===== src/rtl/breathing_light_multi.sv =====
// Multi-channel breathing light: one shared PWM counter and breathing phase
// drive CHANNELS LEDs with a fixed phase offset between adjacent channels.
//
// Ports:
//   clk   - system clock
//   rst   - synchronous reset, active-high
//   mode  - 00 off, 01 on, 10 breathe, 11 blink (taken at frame boundary)
//   en    - per-channel enable, applied on the next led update
//   led   - registered LED drive, bit i = channel i
//   check - one-cycle pulse at the end of each full breathing cycle
module breathing_light_multi #(
    parameter int CHANNELS        = 4,
    parameter int PWM_BITS        = 8,
    parameter int FRAMES_PER_STEP = 64,
    parameter int PHASE_STEP      = 64
) (
    input  logic                clk,
    input  logic                rst,
    input  logic [1:0]          mode,
    input  logic [CHANNELS-1:0] en,
    output logic [CHANNELS-1:0] led,
    output logic                check
);

    localparam int PW = PWM_BITS + 1;
    localparam int FW = (FRAMES_PER_STEP > 1) ? $clog2(FRAMES_PER_STEP) : 1;

    localparam logic [PWM_BITS-1:0] PWM_MAX    = '1;
    localparam logic [PW-1:0]       PHASE_MAX  = '1;
    localparam logic [FW-1:0]       FRAME_LAST = FW'(FRAMES_PER_STEP - 1);

    localparam logic [1:0] MODE_OFF     = 2'b00;
    localparam logic [1:0] MODE_ON      = 2'b01;
    localparam logic [1:0] MODE_BREATHE = 2'b10;
    localparam logic [1:0] MODE_BLINK   = 2'b11;

    logic [PWM_BITS-1:0]                pwm_cnt_q, pwm_cnt_d;
    logic [FW-1:0]                      frame_cnt_q, frame_cnt_d;
    logic [PW-1:0]                      phase_q, phase_d;
    logic [1:0]                         mode_q, mode_d;
    logic [CHANNELS-1:0][PWM_BITS-1:0]  duty_q, duty_d;
    logic [CHANNELS-1:0]                led_q, led_d;
    logic                               check_q, check_d;

    logic fb;
    logic step;
    logic restart;

    // Offset of channel i from the shared phase; wraps naturally to PW bits.
    function automatic logic [PW-1:0] chan_off(input int i);
        return PW'(i * PHASE_STEP);
    endfunction

    // Triangle fold: rising half passes through, falling half is inverted.
    function automatic logic [PWM_BITS-1:0] tri_wave(input logic [PW-1:0] p);
        return p[PWM_BITS] ? ~p[PWM_BITS-1:0] : p[PWM_BITS-1:0];
    endfunction

    always_comb begin
        fb      = (pwm_cnt_q == PWM_MAX);
        step    = (frame_cnt_q == FRAME_LAST);
        restart = fb && (mode == MODE_BREATHE) && (mode_q != MODE_BREATHE);

        pwm_cnt_d   = pwm_cnt_q + 1'b1;
        frame_cnt_d = frame_cnt_q;
        phase_d     = phase_q;
        mode_d      = mode_q;
        duty_d      = duty_q;
        check_d     = 1'b0;

        if (fb) begin
            mode_d = mode;
            if (restart) begin
                // Entering breathe always starts from the dark end.
                frame_cnt_d = '0;
                phase_d     = '0;
            end else begin
                frame_cnt_d = step ? '0 : frame_cnt_q + 1'b1;
                if (step) begin
                    phase_d = phase_q + 1'b1;
                end
                check_d = step && (phase_q == PHASE_MAX) &&
                          (mode_q == MODE_BREATHE);
            end
            // Duty is only reloaded here so a frame is never cut mid-way.
            for (int i = 0; i < CHANNELS; i++) begin
                duty_d[i] = tri_wave(phase_d + chan_off(i));
            end
        end
    end

    always_comb begin
        led_d = '0;
        for (int i = 0; i < CHANNELS; i++) begin
            logic [PW-1:0] cph;
            cph = phase_q + chan_off(i);
            unique case (mode_q)
                MODE_OFF:     led_d[i] = 1'b0;
                MODE_ON:      led_d[i] = 1'b1;
                MODE_BREATHE: led_d[i] = (pwm_cnt_q < duty_q[i]);
                MODE_BLINK:   led_d[i] = cph[PWM_BITS];
                default:      led_d[i] = 1'b0;
            endcase
            led_d[i] = led_d[i] & en[i];
        end
    end

    always_ff @(posedge clk) begin
        if (rst) begin
            pwm_cnt_q   <= '0;
            frame_cnt_q <= '0;
            phase_q     <= '0;
            mode_q      <= MODE_OFF;
            duty_q      <= '0;
            led_q       <= '0;
            check_q     <= 1'b0;
        end else begin
            pwm_cnt_q   <= pwm_cnt_d;
            frame_cnt_q <= frame_cnt_d;
            phase_q     <= phase_d;
            mode_q      <= mode_d;
            duty_q      <= duty_d;
            led_q       <= led_d;
            check_q     <= check_d;
        end
    end

    assign led   = led_q;
    assign check = check_q;

endmodule


===== config.mk =====
export PLATFORM = sky130hd
export DESIGN_NAME = breathing_light_multi
export DESIGN_NICKNAME = d
export VERILOG_FILES = /design/src/rtl/breathing_light_multi.sv
export SDC_FILE = /design/constraint.sdc
export NUM_CORES = 1
export LEC_CHECK = 0
export BUFFER_PORTS_ARGS = -buffer_cell sky130_fd_sc_hd__buf_4
export CAP_MARGIN = 10
export CORE_ASPECT_RATIO = 2
export CORE_UTILIZATION = 40
export CTS_BUF_LIST = sky130_fd_sc_hd__clkbuf_16
export DETAILED_ROUTE_END_ITERATION = 8
export GPL_ROUTABILITY_DRIVEN = 0
export SLEW_MARGIN = 0
export SYNTH_ARGS = -nofsm -noshare
export SYNTH_HDL_FRONTEND = slang
export SYNTH_SLANG_ARGS = --single-unit

===== constraint.sdc =====
create_clock -name clk -period 2.4 [get_ports clk]
set_input_delay 0.24 -clock clk [delete_from_list [all_inputs] [get_ports clk]]
set_output_delay 0.24 -clock clk [all_outputs]
set_load 0.02 [all_outputs]

==> results by group, run 1 <==
Run status
  • Status: finished clean

Finish
  • Area growth syn-to-layout: 30.2%
  • Share of layout cells above drive strength 1: 0.274
  • Final core utilization: 0.538
  • Nets: around 560
  • Antenna diodes: 0
  • Non-filler cells, final: about 630

Clocking
  • Clk buf depth: 2
  • Post-CTS Hold Fix Bufs: 0
  • Clock Tree Root: clkbuf_16
  • CTS buffer count: 9
  • Clock latency on the worst-skew pair: between 0.3 and 0.4 ns
  • Clock sinks: 62
  • Number of H-tree levels: 3
  • TritonCTS clock tree: built
  • Clock slew at reported path FFs: ~0.05 ns

Global routing
  • Largest net degree at the start of global routing: 44
  • Most used routing layer: met2
  • First-pass GRT wire length: approximately 18 mm
  • Met2 usage: 0.428
  • Met1 usage: 0.235
  • Total gr overflow: 0
  • Met3 GRT Util: 0.0443
  • Total track usage: 0.237
  • Vias in the first global route: 3520
  • Initial antenna violation count: 0

Power and ir drop
  • Power per Cell Area: 452 nW/um2
  • Total power: 2.26 mW
  • VDD IR-drop max: around 0.32 mV
  • Sw Ratio: 0.226
  • Combinational Power Share: 0.056
  • Switch Pwr: 0.513 mW
  • Power share of the clock group: 0.486
  • Internal cell power: ~1.8 mW
  • Sequential power share: 0.458
  • Leakage power: just under 2 nW

Die
  • Die H: about 140 um
  • Cell row count: 50
  • Die area: around 10000 um2
  • Initial Util: 0.413
  • Die width: approximately 71 um
  • Core Footprint: 9320 um2
  • # IOs: 13

Job
  • MaxCap Viol Count: 0

Critical path
  • Data required time of the worst path: roughly 2.7 ns
  • Setup crit start kind: flop
  • CP max FO: 3
  • WP data arrival: roughly 2.6 ns
  • CP Capture Type: flop
  • Worst Path Class, Setup: flop to flop

Yosys
  • Yosys warns: 0
  • #FFs+latches synth: between 60 and 70
  • Post-synth net total: about 500
  • Yosys top cell by area: dfxtp_1
  • Sequential element share of the synthesized area: 0.322
  • Post-Syn Area: roughly 3800 um2
  • Main synth FF type: dfxtp_1
  • Synthesized area per cell: 8.42 um2
  • Count of cell types in the netlist: between 60 and 70
  • EDFF count, synth: 0
  • Post-synth top area share: 0.322
  • Synthesized netlist cell count: approximately 460
  • Ys async rst share: 0
  • Largest cells by area after synthesis: dfxtp_1 32%, ha_1 11%, xnor2_1 4.8%

Placement
  • Place WS: -0.308 ns
  • DPL Wire Length: 8.47 mm
  • I/O Buffers: 12
  • Placed Instances: roughly 600

Route
  • Vias: approximately 3600
  • Routed Antenna Nets: 0
  • Initial DRC count: 157
  • Avg WL per Cell: around 18 um
  • Vias/cell: 5.68
  • DRC Markers: 0
  • DR pass1 iterations: 4
  • Routed WL: approximately 11 mm

STA
  • Worst Max-Slew Pin Slew: approximately 0.70 ns
  • Max-slew headroom: 0.529
  • Final period utilization: 0.986
  • Setup slack after layout: about 0.035 ns
  • Setup TNS: 0 ns
  • RSZ-0062 raised after global routing: true
  • Final hold vios: 0
  • Tmin final: 2.37 ns
  • Fin. max-slew vios: 0
  • Finish-stage setup viols: 0
  • Max Fclk: 423 MHz
  • Worst Clk Skew: about 0.0068 ns

Min path
  • Hold Path Class: input pin to flop
==> path summary, 6_finish.rpt <==
path	from	end	slack [ns]	cells after the start
setup / recovery	phase_q[0]	duty_q[18]	0.03	10
hold / removal	mode[0]	mode_q[0]	0.17	3
setup reg to reg	phase_q[0]	duty_q[18]	0.03	10
hold reg to reg	duty_q[5]	duty_q[5]	0.46	2
==> cell usage in the layout, fill, tap and decap left out, drive strengths merged, types with 4 or more instances in the layout <==
cell type / n
a211oi: 9
nand2b: 9
o21ai: 16
xor2: 10
or4: 7
o31ai: 5
buf: 77
o311ai: 5
clkinv: 5
inv: 33
clkbuf: 9
ha: 34
xnor2: 22
a22oi: 7
mux2i: 4
nor4: 4
nor3: 10
and3: 6
a21o: 13
nand3: 22
a21oi: 35
nand2: 42
dfxtp: 62
nand3b: 5
o21a: 4
nor2: 32
==> cells in the mapped netlist (2+ instances only) <==
cell type  instances
and2_1             3
o2111ai_1          2
nand3b_1           5
clkbuf_1          17
a21oi_1           34
nor2_1            30
o21a_1             4
nand2b_1           9
nor4_2             2
mux2i_1            4
a2111oi_1          2
a221oi_1           2
o21ai_0           15
o211ai_1           2
nor3_2             2
inv_1             33
buf_1              4
nand4_1            2
a31oi_1            2
buf_2              4
a211oi_1           9
or4_1              7
nor2b_1            2
nor3_1             8
o31ai_1            4
ha_1              34
xor2_1             9
xnor2_1           21
a22oi_1            7
o311ai_1           5
a21o_1            13
nand3_1           20
nand3_2            2
and3_1             5
nand2_1           41
or3_1              2
nand4b_1           2
dfxtp_1           62
==> power groups by stage <==
stage	clock (mW)	combinational [mW]	sequential, mW
3_5_place_dp	0	0.124	1.06
6_report	1.10	0.126	1.04
5_1_grt	1.17	0.136	1.04
2_1_floorplan	0	0.0648	1.06
4_1_cts	1.12	0.124	1.04
3_3_place_gp	0	0.121	1.06
==> metrics by stage <==
step                cell area [um2]  hold WS [ns]
floorplan                      3890         0.368
global placement               4400         0.446
detailed placement             4400         0.449
CTS                            4720         0.167
global route                   5010         0.167
finish                         5010         0.172
==> state kept, by name, indices dropped and copies added, names as in the netlist <==
name and cells:
led 4, mode_q 2, check 1, phase_q 9, frame_cnt_q 6, pwm_cnt_q 8, duty_q 32
==> timing repair <==
action                                 CTS  global route
setup buffers                            3            10
gates resized for setup                 13            41
cloned                                   0             1
setup endpoints to repair                8            22
endpoints found under the hold margin    0             0
pin swaps                                5            29
==> kinds of logic (layout without fill, tap and decap cells) <==
family | Yosys count | count (layout) | share of synthesized area
simple gates | 152 | 152 | 0.214
compound gates | 113 | 113 | 0.200
flops | 62 | 62 | 0.322
buf+inv | 59 | 124 | 0.0608
fa+ha+maj | 34 | 34 | 0.110
xor+xnor | 32 | 32 | 0.0796
mux | 5 | 5 | 0.0133
==> area by class of cell <==
class | count | area [um2]
multi-input cells | 336 | 2660
fillers | 828 | 4310
clock inverters | 5 | 18.8
inverters | 33 | 124
repair buffers | 77 | 603
clock buffers | 9 | 225
flip-flops and latches | 62 | 1250
well taps | 104 | 130
==> layer usage <==
layer	wire, um	part of all wire
met1	4040	0.35
met2	6300	0.55
met3	346	0.030
met4	693	0.061
met5	0	0
==> worst max-delay path, cell delays in order, from the launching register on <==
cell and delay [ns]:
dfxtp_2 0.35, ha_4 0.15, nand2_4 0.06, nor3_2 0.15
ha_1 0.29, o21a_1 0.15, o31ai_4 0.27, xor2_2 0.12
buf_4 0.16, or4_4 0.51, o211ai_1 0.09
(Power assumes the default switching activity.)
==> inputs of run 2 (changes only) <==
--- a/config.mk
+++ b/config.mk
@@ -5,6 +5,7 @@
 export SDC_FILE = /design/constraint.sdc
 export NUM_CORES = 1
 export LEC_CHECK = 0
+export ABC_AREA = 1
 export BUFFER_PORTS_ARGS = -buffer_cell sky130_fd_sc_hd__buf_4
 export CAP_MARGIN = 10
 export CORE_ASPECT_RATIO = 2
@@ -12,6 +13,8 @@
 export CTS_BUF_LIST = sky130_fd_sc_hd__clkbuf_16
 export DETAILED_ROUTE_END_ITERATION = 8
 export GPL_ROUTABILITY_DRIVEN = 0
+export SETUP_SLACK_MARGIN = 0.1
+export SKIP_LAST_GASP = 1
 export SLEW_MARGIN = 0
 export SYNTH_ARGS = -nofsm -noshare
 export SYNTH_HDL_FRONTEND = slang
==> results by group, run 2 <==
Run status
  • Status: finished clean

Finish
  • Largest register FFs: 32 (unchanged)
  • Register area: 1250 um2 (+0.30%)
  • Largest reg by FF count: duty_q
  • Most frequent cells in the layout: 111 x nand2_1, 72 x inv_1, 55 x dfxtp_1
  • Antenna diodes: 0 (unchanged)
  • Most common cell after layout, fill and taps aside: nand2_1
  • Filler cell count: 937 (+13%)
  • Biggest regs: duty_q x32, phase_q x9, pwm_cnt_q x8
  • Multi-input gate area: 2280 um2 (-14%)
  • Share of layout cells above drive strength 1: 0.183 (-0.0910)
  • Nets: 622 (+11%)
  • Area growth syn-to-layout: 17.0%

STA
  • Worst Clk Skew: 0.00585 ns (-0.000964 ns)
  • Tmin final: 2.09 ns (-0.278 ns)
  • Max-slew headroom: 0.408 (-0.120)
  • Fin Hold WS: 0.161 ns (-0.0113 ns)
  • Fin. max-slew vios: 0 (unchanged)
  • Final period utilization: 0.870 (-0.116)
  • Worst Max-Slew Pin Slew: 0.886 ns (+0.184 ns)
  • Setup slack after layout: 0.312 ns (+0.278 ns)
  • Finish-stage setup viols: 0 (unchanged)
  • Max Fclk: 479 MHz (+13%)
  • Final hold vios: 0 (unchanged)
  • Setup TNS: 0 ns (unchanged)
  • RSZ-0062 raised after global routing: false

Clocking
  • TritonCTS clock tree: built
  • Post-CTS Hold Fix Bufs: 0 (unchanged)
  • Clock latency on the worst-skew pair: 0.34 ns (about the same)
  • Clock sinks: 62 (unchanged)
  • Number of H-tree levels: 3 (unchanged)
  • CTS buffer count: 9 (unchanged)
  • Clock Tree Root: clkbuf_16
  • Clk buf depth: 2 (unchanged)
  • Clock slew at reported path FFs: 0.05 ns (about the same)

Die
  • Die width: 71.5 um (+0.15%)
  • Initial Util: 0.411 (-0.00155)
  • Cell row count: 50 (unchanged)
  • Die area: 10100 um2 (+0.29%)
  • Core Footprint: 9380 um2 (+0.67%)
  • # IOs: 13 (unchanged)
  • Die H: 141 um (+0.15%)

Critical path
  • CP max FO: 13 (+10)
  • Critical Path Stages: 13 (+3)
  • CP Capture Type: flop
  • Top Family by Delay on Critical Path: simple AND/OR/NAND/NOR gates
  • Setup crit start kind: flop
  • Crit Reg-Reg Endpoint: duty_q[17]
  • WP buf/inv: 0 (-1)
  • CP dominant cell by count: nand2_4
  • WP data arrival: 2.36 ns (-0.26 ns)
  • Reg2reg setup slack: 0.31 ns (+0.28 ns)
  • Reg-to-reg startpoint: phase_q[0]
  • Worst Path Class, Setup: flop to flop
  • Data required time of the worst path: 2.67 ns (+0.02 ns)
  • Slowest-stage cell, CP: dfxtp_2
  • R2R cell count: 13 (+3)
  • CP endpoint: duty_q[17]
  • Crit-path cells: ha_4 -> nand3_2 -> nor3_1 -> ha_1 -> nand2_2 -> nand2_4 -> nand2_4 -> nand2_4 -> nand3_2 -> nand2_4 -> nand2_1 -> nand2_1 -> nor2_1
  • Crit path from: phase_q[0]
  • Slowest stage delay, CP: 0.36 ns (-0.15 ns)

Yosys
  • Most common cell in the netlist: nand2_1
  • Ys async rst share: 0 (unchanged)
  • Post-synth top area share: 0.321 (-0.000940)
  • Yosys top cell by area: dfxtp_1
  • Synthesized area per cell: 7.05 um2 (-16%)
  • EDFF count, synth: 0 (unchanged)
  • Commonest cells post-synth: 114 x nand2_1, 70 x inv_1, 62 x dfxtp_1
  • Synthesized netlist cell count: 548 (+20%)
  • Yosys warns: 0 (unchanged)
  • Sequential element share of the synthesized area: 0.321 (-0.000940)
  • Post-Syn Area: 3860 um2 (+0.29%)
  • #FFs+latches synth: 62 (unchanged)
  • Post-synth net total: 590 (+18%)
  • Main synth FF type: dfxtp_1
  • Largest cells by area after synthesis: dfxtp_1 32%, nand2_1 11%, ha_1 11%
  • Count of cell types in the netlist: 39 (-39%)

Route
  • Vias/cell: 5.32 (-6.4%)
  • DRC Markers: 0 (unchanged)
  • DR pass1 iterations: 4 (unchanged)
  • Initial DRC count: 145 (-7.6%)
  • Routed WL: 11.4 mm (about the same)
  • Avg WL per Cell: 16.5 um (-9.2%)
  • Routed Antenna Nets: 0 (unchanged)
  • Vias: 3664 (+3.1%)

Power and ir drop
  • Power per Cell Area: 532 nW/um2 (+18%)
  • Leakage power: 1.99 nW (+2.4%)
  • Total power: 2.40 mW (+6.2%)
  • VDD IR-drop max: 0.612 mV (+89%)

Job
  • MaxCap Viol Count: 0 (unchanged)

Global routing
  • First-pass GRT wire length: 18.1 mm (+1.2%)
  • Total track usage: 0.241 (+0.00380)
  • Largest net degree at the start of global routing: 38 (-14%)
  • Initial antenna violation count: 0 (unchanged)
  • Total gr overflow: 0 (unchanged)
  • Vias in the first global route: 3637 (+3.3%)

Placement
  • DPL Wire Length: 8.66 mm (+2.3%)
  • Place WS: 0.169 ns (+0.477 ns)
  • I/O Buffers: 12 (unchanged)

Min path
  • Min-Delay Path Depth: 3 (unchanged)
  • Hold Path Class: input pin to flop
==> run 2: changes by cell type after synthesis, sizes merged, moves of 6 or more <==
cell / delta
nand2: +88
inv: +43
nor2: +32
o21ai: +23
nand3: +22
xnor2: -18
a21o: -13
clkbuf: -11
nand2b: -9
a211oi: -8
a21oi: +8
a22oi: -7
or4: -7
xor2: -6
==> run 2: stage by stage <==
stage	util	cells	cell area [um2]
6_report	0.481	689	4520
5_1_grt	0.481	689	4520
4_1_cts	0.472	686	4430
3_5_place_dp	0.442	670	4150
3_3_place_gp	0.442	670	4150
2_1_floorplan	-	548	3860
==> run 2: repair_timing <==
item                                    4_1_cts  5_1_grt
buffers inserted                              0        3
resized for setup                             0       21
endpoints found under the hold margin         0        0
endpoints found under the setup margin        0       25
==> run 2: logic make-up after synthesis <==
logic type | count (synthesis) | share of synthesized area
buffers and inverters | 92 | 0.0995
AOI/OAI and AO/OA | 93 | 0.127
xor gates and xnor gates | 8 | 0.0201
DFF | 62 | 0.321
and+or+nand+nor | 259 | 0.321
adders and majority gates | 34 | 0.110
==> run 2: metal layers <==
layer / GRT usage / vias to the layer above / part of all wire
met5: 0 / - / 0
met4: 0.147 / 0 / 0.059
met3: 0.0315 / 38 / 0.037
met2: 0.469 / 90 / 0.55
met1: 0.230 / 1692 / 0.35
li1: - / 1844 / -
==> run 2: report_power, final <==
part           internal, mW  switching, mW  total, mW
logic                0.0384         0.0711      0.109
clock network         0.786          0.474       1.26
registers              1.03        0.00225       1.03
==> run 2: how the worst min path moves through the flow <==
stage | from | end | slack (ns)
after global routing | en[1] | led[1] | 0.16
after CTS | en[1] | led[1] | 0.16
after detailed placement | duty_q[7] | duty_q[7] | 0.47
after global placement | duty_q[7] | duty_q[7] | 0.46
final | en[1] | led[1] | 0.16
after floorplan | en[3] | led[3] | 0.38
==> run 2: cell type report <==
cell class	instances	share of cell area
Timing Repair Buffer	37	0.0615
Clock inverter	7	0.0127
Sequential cell	62	0.278
Clock buffer	9	0.0498
Tap cell	104	0.0288
Multi-Input combinational cell	394	0.505
Inverter	76	0.0640
==> run 2: worst reg2reg max path: cells and delay by family (launching register included) <==
kind	cells	cell delay, ns
adder cells (fa/ha/maj)	2	0.43
flip-flops	1	0.36
AND/OR/NAND/NOR	11	1.24
==> inputs of run 3 (changes only) <==
--- a/config.mk
+++ b/config.mk
@@ -13,6 +13,7 @@
 export CTS_BUF_LIST = sky130_fd_sc_hd__clkbuf_16
 export DETAILED_ROUTE_END_ITERATION = 8
 export GPL_ROUTABILITY_DRIVEN = 0
+export PLACE_DENSITY = 0.64
 export SETUP_SLACK_MARGIN = 0.1
 export SKIP_LAST_GASP = 1
 export SLEW_MARGIN = 0
==> results by group, run 3 (same netlist as run 2, synthesis figures left out) <==
Run status
  • Status: finished clean

Critical path
  • WP buf/inv: 3 (+3)
  • Worst Path Class, Setup: flop to flop
  • Crit Reg-Reg Endpoint: duty_q[25]
  • Slowest stage delay, CP: 0.37 ns (about the same)
  • CP dominant cell by count: buf_4
  • Crit-path cells: ha_4 -> nand3_2 -> nor2_4 -> buf_4 -> nand2_1 -> nand2_2 -> nand2_4 -> ha_1 -> nand3b_1 -> buf_4 -> nand3_4 -> inv_2 -> o21ai_1 -> nor2_1
  • CP max FO: 6 (-7)
  • WP data arrival: 2.40 ns (+0.04 ns)
  • Reg2reg setup slack: 0.21 ns (-0.10 ns)
  • Slowest-stage cell, CP: dfxtp_4
  • CP Capture Type: flop
  • Setup crit start kind: flop
  • Data required time of the worst path: 2.61 ns (-0.06 ns)
  • R2R cell count: 14 (+1)
  • Top Family by Delay on Critical Path: simple AND/OR/NAND/NOR gates
  • Reg-to-reg startpoint: frame_cnt_q[0]

Die
  • Die area: 10100 um2 (unchanged)
  • # IOs: 13 (unchanged)
  • Die width: 71.5 um (unchanged)
  • Core Footprint: 9380 um2 (unchanged)
  • Initial Util: 0.411 (unchanged)
  • Cell row count: 50 (unchanged)
  • Die H: 141 um (unchanged)

STA
  • Fin. max-slew vios: 0 (unchanged)
  • Worst Clk Skew: 0.00915 ns (+0.00329 ns)
  • Finish-stage setup viols: 0 (unchanged)
  • Final period utilization: 0.913 (+0.0434)
  • Setup TNS: 0 ns (unchanged)
  • Worst Max-Slew Pin Slew: 0.861 ns (-0.0255 ns)
  • RSZ-0062 raised after global routing: true
  • Tmin final: 2.19 ns (+0.104 ns)
  • Max Fclk: 456 MHz (-4.7%)
  • Max-slew headroom: 0.426 (+0.0170)
  • Final hold vios: 0 (unchanged)

Clocking
  • Clk buf depth: 2 (unchanged)
  • CTS buffer count: 9 (unchanged)
  • Clock sinks: 62 (unchanged)
  • TritonCTS clock tree: built
  • Clock latency on the worst-skew pair: 0.33 ns (about the same)
  • Number of H-tree levels: 3 (unchanged)
  • Clock Tree Root: clkbuf_16
  • Clock slew at reported path FFs: 0.06 ns (about the same)

Finish
  • Share of layout cells above drive strength 1: 0.197 (+0.0140)
  • Area growth syn-to-layout: 18.1%
  • Nets: 626 (+0.64%)
  • Most common cell after layout, fill and taps aside: nand2_1
  • Most frequent cells in the layout: 110 x nand2_1, 71 x inv_1, 55 x dfxtp_1
  • Final core utilization: 0.486 (+0.00467)
  • Antenna diodes: 0 (unchanged)
  • Largest reg by FF count: duty_q
  • Largest register FFs: 32 (unchanged)
  • Non-filler cells, final: 693 (+0.58%)
  • Biggest regs: duty_q x32, phase_q x9, pwm_cnt_q x8

Route
  • Vias/cell: 5.28 (-0.66%)
  • Vias: 3661 (-0.082%)
  • Avg WL per Cell: 15.7 um (-4.8%)
  • Routed Antenna Nets: 0 (unchanged)
  • Routed WL: 10.9 mm (-4.3%)
  • DRC Markers: 0 (unchanged)
  • Initial DRC count: 140 (-3.4%)
  • DR pass1 iterations: 4 (unchanged)

Global routing
  • Met3 GRT Util: 0.0286 (-0.00286)
  • Total track usage: 0.235 (-0.00618)
  • Initial antenna violation count: 0 (unchanged)
  • Met2 usage: 0.440 (-0.0291)
  • Met1 usage: 0.232 (+0.00223)
  • First-pass GRT wire length: 17.8 mm (-1.7%)
  • Largest net degree at the start of global routing: 38 (unchanged)
  • Total gr overflow: 0 (unchanged)
  • Vias in the first global route: 3715 (+2.1%)
  • Most used routing layer: met2

Power and ir drop
  • Leakage power: 2.00 nW (+0.25%)
  • VDD IR-drop max: 0.519 mV (-15%)
  • Power per Cell Area: 505 nW/um2 (-5.2%)
  • Total power: 2.30 mW (-4.3%)

Min path
  • Hold Path Class: input pin to flop
  • Min-Delay Path Depth: 3 (unchanged)
  • Hold EP: led[2]
  • HP Start: en[2]

Placement
  • Placed Instances: 669 (-0.15%)
  • I/O Buffers: 12 (unchanged)
  • DPL Wire Length: 8.38 mm (-3.1%)

Job
  • MaxCap Viol Count: 0 (unchanged)
## run 3: cell types whose count changed in the layout (fill, tap and decap cells not counted), moves of 2 or more
cell,delta
buf_4,+2
clkinv_1,-2
clkinv_2,+2
nand3_1,-2
nand3_2,+2
## run 3: worst max-delay path by stage
| stage | start | to | slack, ns | depth (start not counted) |
|---|---|---|---|---|
| 2_1_floorplan | pwm_cnt_q[0] | duty_q[12] | 0.13 | 16 |
| 3_3_place_gp | frame_cnt_q[0] | duty_q[25] | 0.20 | 14 |
| 3_5_place_dp | frame_cnt_q[1] | duty_q[12] | 0.14 | 17 |
| 4_1_cts | frame_cnt_q[1] | duty_q[12] | 0.12 | 17 |
| 5_1_grt | phase_q[0] | duty_q[13] | 0.06 | 19 |
| 6_report | frame_cnt_q[0] | duty_q[25] | 0.21 | 14 |
## run 3: final cells by class
type	instances	area, um2
repair buffers	40	304
clock inverters	7	42.5
clock buffers	9	225
flip-flops and latches	62	1250
fillers	946	4820
multi-input cells	395	2320
inverters	76	289
well taps	104	130
## run 3: repair_timing
item	4_1_cts	5_1_grt
gates resized for setup	0	26
endpoints found under the setup margin	0	22
buffers inserted	0	7
hold buffers	0	0
hold endpoints to repair	0	0
## run 3: power by group
group	internal, mW	switching [mW]	total, mW	leakage (nW)
Sequential	1.03	0.00223	1.03	0.504
Combinational	0.0374	0.0706	0.108	1.36
Clock	0.689	0.470	1.16	0.132
Total	1.76	0.543	2.30	2.00
## run 3: routing by layer
metal	routed length [um]	part of all wire
met1	3800	0.35
met2	6080	0.56
met3	353	0.032
met4	662	0.061
met5	0	0
## run 3: per-stage QoR
stage               hold WS [ns]  area, um2  setup slack [ns]
floorplan                  0.381       3860             0.127
global placement           0.458       4140             0.195
detailed placement         0.466       4140             0.139
CTS                        0.163       4410             0.118
global route               0.182       4560            0.0595
finish                     0.169       4560             0.208
## run 3: worst min-delay path, delay by kind of cell
family,cells,cell delay (ns)
buffers and inverters,1,0.11
and+or+nand+nor,1,0.07
AOI/OAI and AO/OA,1,0.04
